`src/rtl/spi_byte_sequencer.sv`:
```
// -----------------------------------------------------------------------------
// spi_byte_sequencer
//   Upstream feeder for an 8-bit SPI master. Host bytes are queued in a TX FIFO
//   and handed to the master one at a time. Each byte the master receives is
//   captured into an RX FIFO, which the host drains with a valid/ready handshake.
//   Only one byte is in flight at any time. A new byte is issued only when the
//   RX FIFO has room, so no received byte is ever dropped.
//
//   Optional feature (compile-time macro SPI_SEQ_TIMEOUT_EN):
//     A per-byte watchdog aborts a byte that stays in ARM/RUN for
//     TIMEOUT_CYCLES clocks. The byte is dropped and the sticky err flag is set.
//     Without the macro, err is tied low and err_clr is ignored. The port list
//     is the same in both builds.
//
// Ports
//   clk, rst        clock; synchronous active-high reset (shared with master)
//   tx_data/valid   host byte in; tx_ready = TX FIFO can accept this cycle
//   rx_data/valid   RX FIFO head out; rx_ready = host pops
//   spi_data_in     byte presented to the master (registered, held)
//   spi_ready_send  one-cycle start pulse to the master
//   spi_busy        master busy
//   spi_data_out    master received byte
//   idle            FSM idle and TX FIFO empty
//   tx_level        TX occupancy (excludes the byte held in spi_data_in)
//   rx_level        RX occupancy
//   err, err_clr    sticky timeout flag and its clear
//
// TX_DEPTH and RX_DEPTH must be powers of 2 and at least 2, because the
// pointers wrap naturally.
// -----------------------------------------------------------------------------
module spi_byte_sequencer #(
   parameter int TX_DEPTH       = 16,
   parameter int RX_DEPTH       = 16,
   parameter int TIMEOUT_CYCLES = 1024
) (
   input  logic                        clk,
   input  logic                        rst,
   input  logic [7:0]                  tx_data,
   input  logic                        tx_valid,
   output logic                        tx_ready,
   output logic [7:0]                  rx_data,
   output logic                        rx_valid,
   input  logic                        rx_ready,
   output logic [7:0]                  spi_data_in,
   output logic                        spi_ready_send,
   input  logic                        spi_busy,
   input  logic [7:0]                  spi_data_out,
   output logic                        idle,
   output logic [$clog2(TX_DEPTH):0]   tx_level,
   output logic [$clog2(RX_DEPTH):0]   rx_level,
   output logic                        err,
   input  logic                        err_clr
);

   localparam int TAW = $clog2(TX_DEPTH);
   localparam int RAW = $clog2(RX_DEPTH);
   localparam logic [TAW:0] TX_FULL_LVL = (TAW+1)'(TX_DEPTH);
   localparam logic [RAW:0] RX_FULL_LVL = (RAW+1)'(RX_DEPTH);

   typedef enum logic [2:0] {
      S_IDLE,
      S_ISSUE,
      S_ARM,
      S_RUN,
      S_CAPTURE
   } state_t;

   state_t state;

   logic [7:0]     tx_mem [TX_DEPTH];
   logic [TAW-1:0] tx_wr_ptr;
   logic [TAW-1:0] tx_rd_ptr;
   logic [7:0]     rx_mem [RX_DEPTH];
   logic [RAW-1:0] rx_wr_ptr;
   logic [RAW-1:0] rx_rd_ptr;

   logic tx_empty, tx_full, tx_push, tx_pop;
   logic rx_empty, rx_full, rx_push, rx_pop;

   assign tx_empty = (tx_level == '0);
   assign tx_full  = (tx_level == TX_FULL_LVL);
   assign rx_empty = (rx_level == '0);
   assign rx_full  = (rx_level == RX_FULL_LVL);

   // Issue only when the RX FIFO has room. With one byte in flight, the RX
   // FIFO can therefore never overflow at CAPTURE.
   assign tx_pop   = (state == S_IDLE) && !tx_empty && !rx_full;
   // A full TX FIFO still accepts a byte when the head leaves in the same cycle.
   assign tx_ready = !tx_full || tx_pop;
   assign tx_push  = tx_valid && tx_ready;

   assign rx_push  = (state == S_CAPTURE);
   // An empty RX FIFO passes the captured byte straight through, so a
   // same-cycle pop is accepted and the level stays unchanged.
   assign rx_valid = !rx_empty || rx_push;
   assign rx_data  = rx_empty ? spi_data_out : rx_mem[rx_rd_ptr];
   assign rx_pop   = rx_valid && rx_ready;

   assign idle = (state == S_IDLE) && tx_empty;

   // FIFO storage: no reset needed. Push and pop always advance their own
   // pointers, so simultaneous operations stay consistent when the FIFO is
   // full or empty.
   always_ff @(posedge clk) begin
      if (tx_push) tx_mem[tx_wr_ptr] <= tx_data;
      if (rx_push) rx_mem[rx_wr_ptr] <= spi_data_out;
   end

   always_ff @(posedge clk) begin
      if (rst) begin
         tx_wr_ptr <= '0;
         tx_rd_ptr <= '0;
         tx_level  <= '0;
         rx_wr_ptr <= '0;
         rx_rd_ptr <= '0;
         rx_level  <= '0;
      end else begin
         if (tx_push) tx_wr_ptr <= tx_wr_ptr + 1'b1;
         if (tx_pop)  tx_rd_ptr <= tx_rd_ptr + 1'b1;
         if (rx_push) rx_wr_ptr <= rx_wr_ptr + 1'b1;
         if (rx_pop)  rx_rd_ptr <= rx_rd_ptr + 1'b1;
         case ({tx_push, tx_pop})
            2'b10:   tx_level <= tx_level + 1'b1;
            2'b01:   tx_level <= tx_level - 1'b1;
            default: tx_level <= tx_level;
         endcase
         case ({rx_push, rx_pop})
            2'b10:   rx_level <= rx_level + 1'b1;
            2'b01:   rx_level <= rx_level - 1'b1;
            default: rx_level <= rx_level;
         endcase
      end
   end

`ifdef SPI_SEQ_TIMEOUT_EN
   localparam int TO_W = $clog2(TIMEOUT_CYCLES + 1);
   localparam logic [TO_W-1:0] TO_LAST = TO_W'(TIMEOUT_CYCLES - 1);

   logic [TO_W-1:0] to_cnt;
   logic            to_hit;

   // The counter reaches TO_LAST on the TIMEOUT_CYCLES-th cycle spent in ARM/RUN.
   assign to_hit = ((state == S_ARM) || (state == S_RUN)) && (to_cnt == TO_LAST);
`else
   // The watchdog is absent in this build. err_clr and TIMEOUT_CYCLES are
   // intentionally unused.
   logic        unused_err_clr;
   logic [31:0] unused_timeout;
   assign unused_err_clr = err_clr;
   assign unused_timeout = TIMEOUT_CYCLES;
   assign err            = 1'b0;
`endif

   always_ff @(posedge clk) begin
      if (rst) begin
         state          <= S_IDLE;
         spi_ready_send <= 1'b0;
         spi_data_in    <= '0;
`ifdef SPI_SEQ_TIMEOUT_EN
         to_cnt         <= '0;
         err            <= 1'b0;
`endif
      end else begin
         spi_ready_send <= 1'b0;
         case (state)
            S_IDLE: begin
               if (tx_pop) begin
                  spi_data_in    <= tx_mem[tx_rd_ptr];
                  spi_ready_send <= 1'b1;
                  state          <= S_ISSUE;
               end
            end
            // In ISSUE the master has not yet seen the pulse, so busy=0 here
            // means nothing. Completion is only accepted after busy has risen.
            S_ISSUE:   state <= S_ARM;
            S_ARM:     if (spi_busy)  state <= S_RUN;
            S_RUN:     if (!spi_busy) state <= S_CAPTURE;
            S_CAPTURE: state <= S_IDLE;
            default:   state <= S_IDLE;
         endcase
`ifdef SPI_SEQ_TIMEOUT_EN
         if (tx_pop) begin
            to_cnt <= '0;
         end else if ((state == S_ARM) || (state == S_RUN)) begin
            to_cnt <= to_cnt + 1'b1;
         end
         // A timeout overrides normal progress: the byte is dropped, with no RX push.
         if (to_hit) state <= S_IDLE;
         // Setting err has priority over a same-cycle clear.
         if (to_hit)       err <= 1'b1;
         else if (err_clr) err <= 1'b0;
`endif
      end
   end

endmodule

```
`config.mk`:
```
export PLATFORM = sky130hd
export DESIGN_NAME = spi_byte_sequencer
export DESIGN_NICKNAME = d
export VERILOG_FILES = /design/src/rtl/spi_byte_sequencer.sv
export SDC_FILE = /design/constraint.sdc
export NUM_CORES = 1
export LEC_CHECK = 0
export CAP_MARGIN = 20
export CORE_UTILIZATION = 55
export DETAILED_ROUTE_END_ITERATION = 8
export PLACE_DENSITY = 0.83
export SYNTH_ARGS = -nofsm -noshare
export SYNTH_HDL_FRONTEND = slang
export SYNTH_SLANG_ARGS = --single-unit
```
`constraint.sdc`:
```
create_clock -name clk -period 6.4 [get_ports clk]
set_input_delay 1.28 -clock clk [delete_from_list [all_inputs] [get_ports clk]]
set_output_delay 1.28 -clock clk [all_outputs]
set_load 0.005 [all_outputs]
```
## Yosys cells after proc, flatten, opt, wreduce, memory -nomap -nowiden

Memory sizes are Yosys's and may differ from the RTL's. A register that Yosys moved wholly into a read port is not among the register bits.
Cells that the tools add are included.

| cells by class | value |
|---|---|
| multiplexer cells | 14 |
| reduce and logical (&&, ||, !) cells | 19 |
| $add $sub $neg | 8 |
| bitwise gates (word level) | 1 |
| equality and inequality tests | 13 |

Operator list:

| kind | number |
|---|---|
| $pmux W5 S2 | 2 |
| $add A4 B1 Y4 const B | 4 |
| $pmux W3 S4 | 1 |
| $add A5 B1 Y5 const B | 2 |
| $eq A5 B5 Y1 const B | 2 |
| $logic_not A5 Y1 | 2 |
| $sub A5 B1 Y5 const B | 2 |
| $mux W3 | 3 |
| $mux W4 | 2 |
| $mux W8 | 1 |
| $eq A3 B2 Y1 const B | 2 |
| $ne A2 B2 Y1 const B | 3 |
| $logic_and A1 B1 Y1 | 5 |
| $mux W1 | 5 |
| $eq A2 B1 Y1 const B | 2 |
| $eq A2 B2 Y1 const B | 2 |
| $logic_not A1 Y1 | 4 |
| $reduce_bool A2 Y1 | 2 |
| $eq A3 B1 Y1 const B | 1 |
| $eq A3 B3 Y1 const B | 1 |
| $logic_not A3 Y1 | 1 |
| $reduce_and A3 Y1 | 1 |
| $logic_or A1 B1 Y1 | 2 |
| $reduce_and A2 Y1 | 1 |
| 2 further kinds | 2 |

| storage, ports and cells | value |
|---|---|
| word-level logic and storage cells | 65 |
| register bits after elaboration | 30 |
| bits in writable memories | 256 |
| memories | 2 |
| input port bits | 22 |

Memory list:

| name | depth | width | rd ports | clocked after Yosys merged registers in | write ports | RTL line | RTL |
|---|---|---|---|---|---|---|---|
| rx_mem | 16 | 8 | 1 | 1 | 1 | 73 | `logic [7:0] rx_mem [RX_DEPTH];` |
| tx_mem | 16 | 8 | 1 | 1 | 1 | 70 | `logic [7:0] tx_mem [TX_DEPTH];` |

## Longest topological paths before layout

Gate-level depths: netlist of the first run.

| logic depth | value |
|---|---|
| depth in word-level cells | 8 |
| depth in mapped cells | 12 |
| depth with buffers taken out | 10 |

## Worst setup path after synthesis of the first run

No wires, ideal clock.

| path | value |
|---|---|
| kind | input-to-reg |
| start | input rx_ready |
| end | register rx_level[4] |
| library setup time | 0.121 ns |
| stages on the path | 9 |
| arrival time | 3.103 ns |
| data required time | 6.279 ns |
| path slack | 3.176 ns |
| cells stage by stage | o31a_1 ha_1 clkbuf_1 xor2_1 ha_1 a21oi_1 a32oi_1 a21oi_1 mux2_2 |

| between the ends | value |
|---|---|
| cells in the longest elaborated chain, start to end | 3 |

Ends and longest elaborated chain:

| element | RTL line | RTL |
|---|---|---|
| start: declaration | 43 | `input logic rx_ready,` |
| $logic_and A1 B1 Y1 (*) | 97 | `assign rx_pop = rx_valid && rx_ready;` |
| $eq A2 B1 Y1 or $eq A2 B2 Y1 (tied branches) | 127 | `case ({rx_push, rx_pop})` |
| $pmux W5 S2 or $reduce_bool A2 Y1 (tied branches) | n/a |  |
| end signal: assignment | 128 | `2'b10: rx_level <= rx_level + 1'b1;` |
| end signal: assignment | 129 | `2'b01: rx_level <= rx_level - 1'b1;` |
| end signal: assignment | 130 | `default: rx_level <= rx_level;` |
| end: declaration | 50 | `output logic [$clog2(RX_DEPTH):0] rx_level,` |

Every way passes the cells marked *; elsewhere a longest branch is shown, timed or not.
A chain may end at the register's enable or synchronous reset.

==> results of run 1 <==
report_power, final:
group          internal [µW]  switching (µW)  total (µW)  leakage (µW)
clock network           1260             722        1980      0.000560
registers               2190            66.7        2250       0.00265
logic                    388             436         824       0.00128
metrics by stage:
stage	hold WS (ns)	power (µW)	setup WS, ns	util (%)
2_1_floorplan	0.458	2830	3.18	-
3_3_place_gp	0.473	3060	2.18	60.2
3_5_place_dp	0.481	3100	2.08	60.3
4_1_cts	0.510	5080	1.85	65.7
5_1_grt	0.537	5230	1.76	65.8
6_report	0.510	5060	1.95	65.8
worst paths after layout:
path          startpoint  slack (ns)           to  cells after the start
max            flip-flop        1.95   rx_data[7]                      6
min             state[2]        0.51     state[2]                      1
max reg2reg  tx_level[0]        2.88  tx_level[4]                      9
min reg2reg     state[2]        0.51     state[2]                      1
critical path: cells and delay by family, from the launching register on:
| kind | cells | cell delay [ns] |
|---|---|---|
| flops | 1 | 0.51 |
| mux | 2 | 0.88 |
| buf+inv | 2 | 0.92 |
| simple gates | 2 | 0.32 |
kinds of logic (layout without fill, tap and decap cells):
family                   after synthesis  in the layout
buffers and inverters                 43            128
AO/OA/AOI/OAI                         73             73
flip-flops                           298            298
other                                  1              1
multiplexers                          81             81
adder cells (fa/ha/maj)               17             17
XOR/XNOR                              19             19
AND/OR/NAND/NOR                      148            148
layer usage:
layer / GRT usage [%] / wire length [µm]
met5: 0 / 0
met4: 5.61 / 401
met3: 3.96 / 1830
met2: 38.2 / 12600
met1: 29.0 / 9280
final cells by class:
| cell class | count | area, µm² | share of cell area, % |
|---|---|---|---|
| clock inverter | 22 | 335 | 2.41 |
| tap | 275 | 344 | 2.47 |
| timing repair buffer | 65 | 641 | 4.61 |
| clock buffer | 34 | 807 | 5.80 |
| sequential | 298 | 8530 | 61.3 |
| multi-input combinational | 339 | 3230 | 23.2 |
| inverter | 7 | 26.3 | 0.189 |
placed cells by master, fill, tap and decap left out, types with 2 or more instances in the layout:
cell,netlist,routed
sky130_fd_sc_hd__bufinv_16,0,9
sky130_fd_sc_hd__a211oi_1,10,10
sky130_fd_sc_hd__a31oi_1,2,2
sky130_fd_sc_hd__nor2b_1,10,10
sky130_fd_sc_hd__clkinv_2,0,6
sky130_fd_sc_hd__nand4_1,3,3
sky130_fd_sc_hd__nor3_1,19,19
sky130_fd_sc_hd__xnor2_1,7,7
sky130_fd_sc_hd__dfxtp_1,42,40
sky130_fd_sc_hd__mux2_2,8,8
sky130_fd_sc_hd__clkinv_1,0,5
sky130_fd_sc_hd__clkdlybuf4s50_1,0,50
sky130_fd_sc_hd__or2_2,2,2
sky130_fd_sc_hd__mux2i_1,9,9
sky130_fd_sc_hd__nor2_1,73,73
sky130_fd_sc_hd__clkbuf_16,0,31
sky130_fd_sc_hd__mux4_2,64,64
sky130_fd_sc_hd__nand2_1,19,19
sky130_fd_sc_hd__nor4_1,2,2
sky130_fd_sc_hd__ha_1,16,16
sky130_fd_sc_hd__a21o_1,3,3
sky130_fd_sc_hd__nand2b_1,4,4
sky130_fd_sc_hd__a21oi_1,26,26
sky130_fd_sc_hd__a22oi_1,17,17
sky130_fd_sc_hd__edfxtp_1,256,256
sky130_fd_sc_hd__o22ai_1,2,2
sky130_fd_sc_hd__inv_1,7,7
sky130_fd_sc_hd__xor2_1,12,12
sky130_fd_sc_hd__nor3b_1,2,2
sky130_fd_sc_hd__buf_4,4,13
sky130_fd_sc_hd__nand3b_1,3,3
sky130_fd_sc_hd__clkbuf_8,0,2
sky130_fd_sc_hd__o21ai_0,3,3
sky130_fd_sc_hd__dfxtp_2,0,2
sky130_fd_sc_hd__or4_1,2,2
sequential cells by signal, indices dropped and copies added (netlist names), named ones only:
register	cells
rx_wr_ptr	4
rx_rd_ptr	4
tx_wr_ptr	4
state	3
tx_rd_ptr	4
tx_mem	128
tx_level	5
rx_mem	128
rx_level	5
spi_data_in	8
spi_ready_send	1
==> reports/metrics.sh, run 1 <==
LEAKAGE_uW=0.00449
SYNTH_CELLS=680
SYNTH.YOSYS.WARNINGS=0
FP.DIEW_UM=149
FILLCELLCOUNT=1328
SYNTH_TOP_FAMILY_BY_AREA='multiplexers'
FINAL_MAX_SLEW_VIOL_COUNT=0
HOLD_VIOLATIONS=0
MAX_FREQ_MHz=225
YS_SEQ_ELEMENTS=298
SYNTH-MAIN-FF-CELL='sky130_fd_sc_hd__edfxtp_1'
ANT_NETS=0
FLOORPLAN.ROWS=53
N_ANTENNA_CELL=0
DP_HPWL_UM=14500
NETLIST_TOP_CELLS_COUNT='sky130_fd_sc_hd__edfxtp_1 (256), sky130_fd_sc_hd__nor2_1 (73), sky130_fd_sc_hd__mux4_2 (64), sky130_fd_sc_hd__dfxtp_1 (42), sky130_fd_sc_hd__a21oi_1 (26)'
SETUP.WORST_PATH.END_CLASS='output pin'
SOURCE_TO_SINK_CLOCK_DELAY_AT_THE_LATER_PIN_OF_THE_WORST_SKEW_PAIR_NS=0.55
POWER-PER-CELL-AREA_nW_PER_UM2=364
SYNTH.DISTINCT_CELLS=54
POSTCTSSETUPREPAIRBUFS=0
GLOBAL_ROUTE_WIRE_LENGTH_BEFORE_REPAIR_UM=36800
ANTENNA_VIOLATIONS_BEFORE_REPAIR=0
TIMING.CRITICAL_PATH.SLOWEST_CELL_DELAY_NS=0.59
AREA.GROWTH.SYNTH_TO_FINAL_PCT=16.4
SYNTH_FP_NETS=719
SYNTH.TOP_CELL.AREA_SHARE_PCT=64.3
LAYOUT.NETS=780
WORST_IR_DROP_VDD_mV=0.306
COUNT_OF_FLIP_FLOPS_WITH_A_BUILT_IN_ENABLE_AFTER_SYNTHESIS=256
GLOBALROUTETOTALUTIL_PCT=22.1
SYNTHMUXAREASHARE_PCT=13.6
POSTCTSHOLDBUFS=0
PORT_BUFFERS=50
CRITPATHMAXFANOUT=24
FIRST_ITER_VIOLATIONS=650
POST_SYNTH_AND_OR_NAND_NOR_AREA_FRACTION_PCT=5.99
WORST_CLOCK_SKEW_NS=0.0166
YOSYSTOPAREACELL='sky130_fd_sc_hd__edfxtp_1'
ROUTE.DETAILED.DRC=0
PLACEDINSTANCEAREA_UM2=12800
TIMING.MAX_CAP.VIOLATIONS=0
WORST_SLEW_MARGIN_REL_PCT=33.9
POST-PLACE-CELLS=983
FINAL.PERIOD_UTILIZATION_PCT=69.6
NUM_VIAS=6306
PATH_CELLS='buf_4 > mux4_2 > mux2_2 > nor3_1 > nor3_1 > clkdlybuf4s50_1'
INITIAL_CORE_UTIL_PCT=56.5
WORST_HOLD_PATH_TYPE='flip-flop to flip-flop'
CTS.REPORTEDPATHS.CLKPINSLEW_NS=0.06
WORST_PIN_SLEW_NS=0.988
AVGROUTEDWIREPERCELL_UM=23.2
POST_SYNTHESIS_SHARE_OF_CELL_AREA_SPENT_ON_XOR_AND_XNOR_GATES_PCT=1.39
OVERFLOW=0
DRIVE_ABOVE_1_SHARE_PCT=19.6
SYN_AVG_CELL_AREA_UM2=17.6
DIE_OUTLINE_AREA_UM2=22300
CRITICAL_PATH_REQUIRED_NS=5.12
WORST_PATH_MAX_DELAY_CELL='sky130_fd_sc_hd__mux4_2'
NUMBER_OF_CELLS_IN_THE_FINISHED_LAYOUT_APART_FROM_FILLERS=1040
RSZ0062_AT_GRT='false'
SYNTH-COMPOUND-AREA-SHARE_PCT=4.18
CLOCK_PATH_BUFFERS=3
CTS.ROOT.BUFFER_CELL='sky130_fd_sc_hd__clkbuf_16'
STDCELL_AREA_UM2=13900
YOSYS.AREA_SHARE.ADDER_PCT=1.84
CTS-BUFFERS-INSERTED=30
RUN_STATUS='finished clean'
FINAL.MIN_CLOCK_PERIOD_NS=4.45
FP.COREAREA_UM2=21200
YOSYSSEQAREASHARE_PCT=71.3
ARR_TIME_CRIT_PATH_NS=3.17
SYNTHMOSTINSTANTIATEDCELL='sky130_fd_sc_hd__edfxtp_1'
CELL_AREA_AFTER_SYNTHESIS_UM2=12000
TIMING.FINAL.SETUP_VIOLATIONS=0
YS_TOP_CELLS_BY_AREA='sky130_fd_sc_hd__edfxtp_1 (64%), sky130_fd_sc_hd__mux4_2 (12%), sky130_fd_sc_hd__dfxtp_1 (7.0%)'
TRITONCTS_CLOCK_TREE='yes'
ROUTABILITYCONGESTION=0.831
VIA_PER_INST=6.06
CHIPHEIGHT_UM=149
PIN_COUNT_OF_THE_BIGGEST_NET_ENTERING_GLOBAL_ROUTING=42
ROUTED_WL_UM=24200
NUMBER_OF_GLOBAL_ROUTE_VIAS_BEFORE_REPAIR=6518
TIMING.SETUP.CRITICAL_PATH_CLASS='flip-flop to output pin'
IO_PINS=53
ASYNC_RESET_FF_SHARE_PCT=0
TIMING.SETUP.TNS_NS=0
CTS.REPAIR.RESIZED=0
TIMING.CRITICAL_PATH.MODE_CELL='sky130_fd_sc_hd__nor3_1'
DRT_FIRST_PASS_ITERS=4
CLOCK_TREE.HTREE_LEVEL_COUNT=1
WORST_SETUP_PATH_START_KIND='flip-flop'
CLOCK_SINK_COUNT=298
(Power assumes the default switching activity.)
==> inputs of run 2 (changes only) <==
--- a/config.mk
+++ b/config.mk
@@ -6,9 +6,9 @@
 export NUM_CORES = 1
 export LEC_CHECK = 0
 export CAP_MARGIN = 20
-export CORE_UTILIZATION = 55
+export CORE_UTILIZATION = 54
 export DETAILED_ROUTE_END_ITERATION = 8
-export PLACE_DENSITY = 0.83
+export PLACE_DENSITY = 0.85
 export SYNTH_ARGS = -nofsm -noshare
 export SYNTH_HDL_FRONTEND = slang
 export SYNTH_SLANG_ARGS = --single-unit
==> constraint.sdc (replaced) <==
create_clock -name clk -period 3.6 [get_ports clk]
set_input_delay 0.72 -clock clk [delete_from_list [all_inputs] [get_ports clk]]
set_output_delay 0.72 -clock clk [all_outputs]
set_load 0.005 [all_outputs]
==> run 2 against run 1 <==
First-iteration DRC count decreased by 15%. Sequential power grew 79%. Combinational power is 83% higher. Critical path type unchanged. Cell count grew 2.2%. Count of clock-buffer cells in the layout grew 5. Sequential share of layout area increased by 0.22 points. Critical endpoint is now rx_data[5]. Clock power increased by 51%. Total power is 68% higher. Via count up 3.7%. Global-route usage is 0.89 points higher. Critical path depth fell by 1. Clock skew down 0.0039 ns. Largest power group unchanged.
==> reports/metrics.sh, run 2 (synthesis gave the netlist of run 1 again) <==
RUN_STATUS='finished clean'
FF2FF_SETUP_SLACK_NS=0.40
FINAL_CORE_UTILIZATION_PCT=63.7
TIMING.HOLD.WORST_ENDPOINT='spi_data_in[3]'
CLOCK_PATH_BUFFERS=3
AREA.GROWTH.SYNTH_TO_FINAL_PCT=16.0
POST-ROUTE-WORST-SETUP-SLACK_NS=0.0937
CRITPATHMAXFANOUT=13
TIMING.FINAL.SETUP_VIOLATIONS=0
FINAL.PERIOD_UTILIZATION_PCT=97.4
POST-PLACE-CELLS=1005
N_ANTENNA_CELL=0
IO_PINS=53
TIMING.SETUP.TNS_NS=0
LEAKAGE_uW=0.00449
ROUTE.DETAILED.DRC=0
SETUP.WORST_PATH.END_CLASS='output pin'
POWER.SHARE.COMBINATIONAL_PCT=17.8
P_SWITCHING_uW=2190
CRITICAL_PATH_REQUIRED_NS=2.88
OVERFLOW=0
TIMING.SETUP.CRITICAL_PATH_CLASS='flip-flop to output pin'
FLOORPLAN.ROWS=54
DRT_FIRST_PASS_ITERS=5
R2R-END='rx_level[4]'
MOSTFREQUENTLAYOUTCELL='sky130_fd_sc_hd__edfxtp_1'
MOSTFREQUENTLAYOUTCELLS='sky130_fd_sc_hd__edfxtp_1 (256), sky130_fd_sc_hd__nor2_1 (73), sky130_fd_sc_hd__mux4_2 (64)'
GLOBAL_ROUTE_WIRE_LENGTH_BEFORE_REPAIR_UM=38500
CLOCKPOWERSHARE_PCT=34.9
SOURCE_TO_SINK_CLOCK_DELAY_AT_THE_LATER_PIN_OF_THE_WORST_SKEW_PAIR_NS=0.55
HOLD_VIOLATIONS=0
CTS.ROOT.BUFFER_CELL='sky130_fd_sc_hd__clkbuf_16'
POSTCTSHOLDBUFS=0
FP.DIEW_UM=151
ARR_TIME_CRIT_PATH_NS=2.79
NUMBER_OF_CELLS_IN_THE_FINISHED_LAYOUT_APART_FROM_FILLERS=1063
NUM_VIAS=6537
ROUTED_WL_UM=25300
CLOCK_TREE.HTREE_LEVEL_COUNT=1
CHIPHEIGHT_UM=151
POWER-PER-CELL-AREA_nW_PER_UM2=614
WORST_SLEW_MARGIN_REL_PCT=29.5
PLACE_WORST_SETUP_SLACK_NS=0.302
INTERNAL_POWER_uW=6330
FINAL.MIN_CLOCK_PERIOD_NS=3.51
FIRST_ITER_VIOLATIONS=553
PORT_BUFFERS=50
DP_HPWL_UM=16000
DRIVE_ABOVE_1_SHARE_PCT=20.9
VIA_PER_INST=6.15
LARGEST_REGISTERS='rx_mem x128, tx_mem x128, spi_data_in x8'
PLACEDINSTANCEAREA_UM2=12900
DIE_OUTLINE_AREA_UM2=22700
NUMBER_OF_GLOBAL_ROUTE_VIAS_BEFORE_REPAIR=6798
HOLD_PATH_STARTPOINT='spi_data_in[3]'
CTS-BUFFERS-INSERTED=29
AVGROUTEDWIREPERCELL_UM=23.8
ANT_NETS=0
TIMING.MAX_CAP.VIOLATIONS=0
INITIAL_CORE_UTIL_PCT=55.0
WORST_HOLD_PATH_TYPE='flip-flop to flip-flop'
WORST_IR_DROP_VDD_mV=0.421
WORST_SETUP_PATH_START_KIND='flip-flop'
MIN_PATH_CELLS=2
MAX_FREQ_MHz=285
POWER_FRAC_SEQ_PCT=47.3
RR_STARTPOINT='rx_level[0]'
RSZ0062_AT_GRT='false'
FINAL_MAX_SLEW_VIOL_COUNT=0
LAYOUT.NETS=799
ROUTABILITYCONGESTION=0.845
CLOCK_SINK_COUNT=298
CTS.REPORTEDPATHS.CLKPINSLEW_NS=0.06
P_SW_SHARE_PCT=25.7
TRITONCTS_CLOCK_TREE='yes'
FP.COREAREA_UM2=21800
REG2REGPATHDEPTH=9
PIN_COUNT_OF_THE_BIGGEST_NET_ENTERING_GLOBAL_ROUTING=33
GLOBALROUTETOTALUTIL_PCT=23.0
STDCELL_AREA_UM2=13900
ANTENNA_VIOLATIONS_BEFORE_REPAIR=0
WORST_CLOCK_SKEW_NS=0.0127
WORST_PIN_SLEW_NS=1.05
==> run 2: changes by cell type in the layout (fill, tap and decap cells not counted), sizes merged <==
cell,previous run,this run
bufinv,9,2
clkinv,12,10
inv,7,8
clkbuf,34,39
buf,15,35
clkinvlp,1,2
==> run 2: worst max-delay path by stage <==
stage | to | slack (ns) | startpoint
3_3_place_gp | rx_level[4] | 0.40 | rx_ready
6_report | rx_data[5] | 0.09 | flip-flop
5_1_grt | rx_data[5] | 0.003 | flip-flop
3_5_place_dp | rx_level[4] | 0.30 | rx_ready
4_1_cts | rx_data[6] | 0.07 | flip-flop
2_1_floorplan | rx_level[4] | 0.58 | rx_level[1]
==> run 2: timing repair <==
item                                    in CTS  in global routing
buffers inserted                             4                  0
resized for setup                            2                  0
endpoints found under the setup margin       8                  0
==> run 2: power groups by stage <==
stage	Clock [µW]	Sequential [µW]	Combinational (µW)
after floorplan	0	4050	985
after global placement	0	4080	1400
after detailed placement	0	4100	1480
after CTS	2990	4030	1510
after global routing	3130	4050	1650
final	2980	4030	1510
==> run 2: stage by stage <==
stage	hold WS (ns)	total power, µW
2_1_floorplan	0.458	5030
3_3_place_gp	0.472	5480
3_5_place_dp	0.486	5580
4_1_cts	0.499	8520
5_1_grt	0.545	8830
6_report	0.497	8520
==> run 2: cell type report <==
class,count,area (µm²)
multi-input cells,339,3230
well taps,280,350
clock buffers,39,803
clock inverters,15,146
inverters,7,26.3
repair buffers,85,776
flip-flops and latches,298,8530
fillers,1416,7890
==> run 2: layer usage <==
metal / global-route usage [%] / part of all wire, % / vias up
met2: 40.4 / 52 / 312
met4: 7.95 / 3.4 / 0
met1: 29.1 / 38 / 3321
li1: - / - / 2844
met3: 3.64 / 7.1 / 60
met5: 0 / 0 / -
==> run 2: worst max-delay path: stages, from the launching register on <==
cell	delay [ns]
sky130_fd_sc_hd__dfxtp_1	0.74
sky130_fd_sc_hd__mux4_2	0.40
sky130_fd_sc_hd__nor2b_1	0.14
sky130_fd_sc_hd__a211oi_1	0.36
sky130_fd_sc_hd__a211oi_1	0.11
sky130_fd_sc_hd__clkdlybuf4s50_1	0.48
==> inputs of run 3 (changes only) <==
--- a/config.mk
+++ b/config.mk
@@ -8,6 +8,7 @@
 export CAP_MARGIN = 20
 export CORE_UTILIZATION = 54
 export DETAILED_ROUTE_END_ITERATION = 8
+export MAX_ROUTING_LAYER = met4
 export PLACE_DENSITY = 0.85
 export SYNTH_ARGS = -nofsm -noshare
 export SYNTH_HDL_FRONTEND = slang
==> run 3 against run 2 <==
Flip-flop and latch count is the same. Total power is essentially flat. Worst hold slack gained 0.0015 ns. Sequential power is essentially flat. Cell count is the same. Highest routed layer unchanged. Utilization is the same. Non-clock buffer count is the same. Combinational power is essentially flat. Global-route usage grew 0.68 points.
==> reports/metrics.sh, run 3 (synthesis gave the netlist of run 1 again) <==
RUN_STATUS='finished clean'
ANTENNA_VIOLATIONS_BEFORE_REPAIR=0
DIE_OUTLINE_AREA_UM2=22700
PATH_CELLS='buf_4 > mux4_2 > mux2_2 > o22ai_1 > a21oi_1 > clkdlybuf4s50_1'
WORST_SLEW_MARGIN_REL_PCT=29.2
MOSTFREQUENTLAYOUTCELLS='sky130_fd_sc_hd__edfxtp_1 (256), sky130_fd_sc_hd__nor2_1 (73), sky130_fd_sc_hd__mux4_2 (64)'
CRITICAL_PATH_REQUIRED_NS=2.88
TIMING.CRITICAL_PATH.SLOWEST_CELL_DELAY_NS=0.49
REG2REGPATHDEPTH=9
INTERNAL_POWER_uW=6330
AVGROUTEDWIREPERCELL_UM=23.7
FINAL.MIN_CLOCK_PERIOD_NS=3.50
RR_STARTPOINT='rx_level[0]'
IO_PINS=53
GLOBAL_ROUTE_WIRE_LENGTH_BEFORE_REPAIR_UM=38500
GLOBALROUTETOTALUTIL_PCT=23.7
DRIVE_ABOVE_1_SHARE_PCT=20.9
FLOORPLAN.ROWS=54
ANT_NETS=0
POWER-PER-CELL-AREA_nW_PER_UM2=614
RSZ0062_AT_GRT='false'
SETUP.WORST_PATH.END_CLASS='output pin'
CHIPHEIGHT_UM=151
PORT_BUFFERS=50
LEAKAGE_uW=0.00449
TIMING.HOLD.WORST_ENDPOINT='spi_data_in[3]'
STDCELL_AREA_UM2=13900
ROUTABILITYCONGESTION=0.859
CTS.ROOT.BUFFER_CELL='sky130_fd_sc_hd__clkbuf_16'
CTS-BUFFERS-INSERTED=29
PIN_COUNT_OF_THE_BIGGEST_NET_ENTERING_GLOBAL_ROUTING=33
FINAL_MAX_SLEW_VIOL_COUNT=0
TIMING.MAX_CAP.VIOLATIONS=0
NUM_VIAS=6511
NUMBER_OF_GLOBAL_ROUTE_VIAS_BEFORE_REPAIR=6808
CLOCK_SINK_COUNT=298
CLOCK_TREE.HTREE_LEVEL_COUNT=1
WORST_CLOCK_SKEW_NS=0.0105
MAX_FREQ_MHz=286
MIN_PATH_CELLS=2
FF2FF_SETUP_SLACK_NS=0.40
TIMING.SETUP.TNS_NS=0
WORST_SETUP_PATH_START_KIND='flip-flop'
WORST_HOLD_PATH_TYPE='flip-flop to flip-flop'
AREA.GROWTH.SYNTH_TO_FINAL_PCT=16.0
HOLD_VIOLATIONS=0
FP.COREAREA_UM2=21800
WORST_IR_DROP_VDD_mV=0.420
FINAL.PERIOD_UTILIZATION_PCT=97.1
ARR_TIME_CRIT_PATH_NS=2.78
N_ANTENNA_CELL=0
LAYOUT.NETS=799
CRITPATHMAXFANOUT=32
WORST_PIN_SLEW_NS=1.06
FP.DIEW_UM=151
SOURCE_TO_SINK_CLOCK_DELAY_AT_THE_LATER_PIN_OF_THE_WORST_SKEW_PAIR_NS=0.55
HOLDWS_NS=0.499
TRITONCTS_CLOCK_TREE='yes'
MOSTFREQUENTLAYOUTCELL='sky130_fd_sc_hd__edfxtp_1'
POWER.SHARE.COMBINATIONAL_PCT=17.7
ROUTE.DETAILED.DRC=0
FIRST_ITER_VIOLATIONS=553
VIA_PER_INST=6.13
CLOCKPOWERSHARE_PCT=34.9
LARGEST_REGISTERS='rx_mem x128, tx_mem x128, spi_data_in x8'
R2R-END='rx_level[4]'
INITIAL_CORE_UTIL_PCT=55.0
FILLCELLCOUNT=1416
DP_HPWL_UM=16000
OVERFLOW=0
WORST_PATH_MAX_DELAY_CELL='sky130_fd_sc_hd__clkdlybuf4s50_1'
CLOCK_PATH_BUFFERS=3
ROUTED_WL_UM=25200
P_SW_SHARE_PCT=25.6
PLACEDINSTANCEAREA_UM2=12900
TIMING.SETUP.CRITICAL_PATH_CLASS='flip-flop to output pin'
P_SWITCHING_uW=2180
DRT_FIRST_PASS_ITERS=5
POWER_FRAC_SEQ_PCT=47.4
TIMING.FINAL.SETUP_VIOLATIONS=0
CTS.REPORTEDPATHS.CLKPINSLEW_NS=0.06
HOLD_PATH_STARTPOINT='spi_data_in[3]'
## run 3: cell counts in the layout (fill, tap and decap cells not counted)
Identical to the previous run, type by type.
## run 3: power by group through the flow
stage / Combinational (µW) / Clock [µW] / Sequential [µW]
finish: 1510 / 2970 / 4030
CTS: 1510 / 2990 / 4030
detailed placement: 1480 / 0 / 4100
global placement: 1400 / 0 / 4080
global route: 1640 / 3130 / 4050
floorplan: 985 / 0 / 4050
## run 3: critical path: cells and delay by family (launching register included)
family / cells / cell delay [ns]
AOI/OAI and AO/OA: 2 / 0.35
muxes: 2 / 0.68
buffers and inverters: 2 / 0.88
DFF: 1 / 0.31
## run 3: worst max-delay path by stage
stage,depth (start not counted),end,startpoint,slack [ns]
3_5_place_dp,9,rx_level[4],rx_ready,0.30
4_1_cts,6,rx_data[6],flip-flop,0.07
6_report,6,rx_data[6],flip-flop,0.10
3_3_place_gp,10,rx_level[4],rx_ready,0.40
2_1_floorplan,11,rx_level[4],rx_level[1],0.58
5_1_grt,5,rx_data[5],flip-flop,0.003
## run 3: cell type report
| type | instances | area (µm²) | area share, % |
|---|---|---|---|
| Inverter | 7 | 26.3 | 0.190 |
| Clock buffer | 39 | 803 | 5.79 |
| Sequential cell | 298 | 8530 | 61.5 |
| Multi-Input combinational cell | 339 | 3230 | 23.3 |
| Clock inverter | 15 | 146 | 1.06 |
| Tap cell | 280 | 350 | 2.53 |
| Timing Repair Buffer | 85 | 776 | 5.60 |
## run 3: metal layers
metal	vias up	global-route usage, %	share of wire [%]
li1	2841	-	-
met1	3301	28.8	38
met2	311	40.5	52
met3	58	3.67	7.0
met4	0	8.20	3.1
met5	-	-	0
## run 3: repair_timing
action,4_1_cts,5_1_grt
buffers inserted,4,0
hold buffers,0,0
resized for setup,2,0
setup endpoints to repair,8,0
## run 3: through the flow
stage	instances	utilization, %	power, µW	setup WS [ns]
2_1_floorplan	680	-	5030	0.584
3_3_place_gp	1005	59.2	5480	0.396
3_5_place_dp	1005	59.2	5580	0.302
4_1_cts	1063	63.7	8520	0.0693
5_1_grt	1063	63.7	8820	0.00341
6_report	1063	63.7	8510	0.104
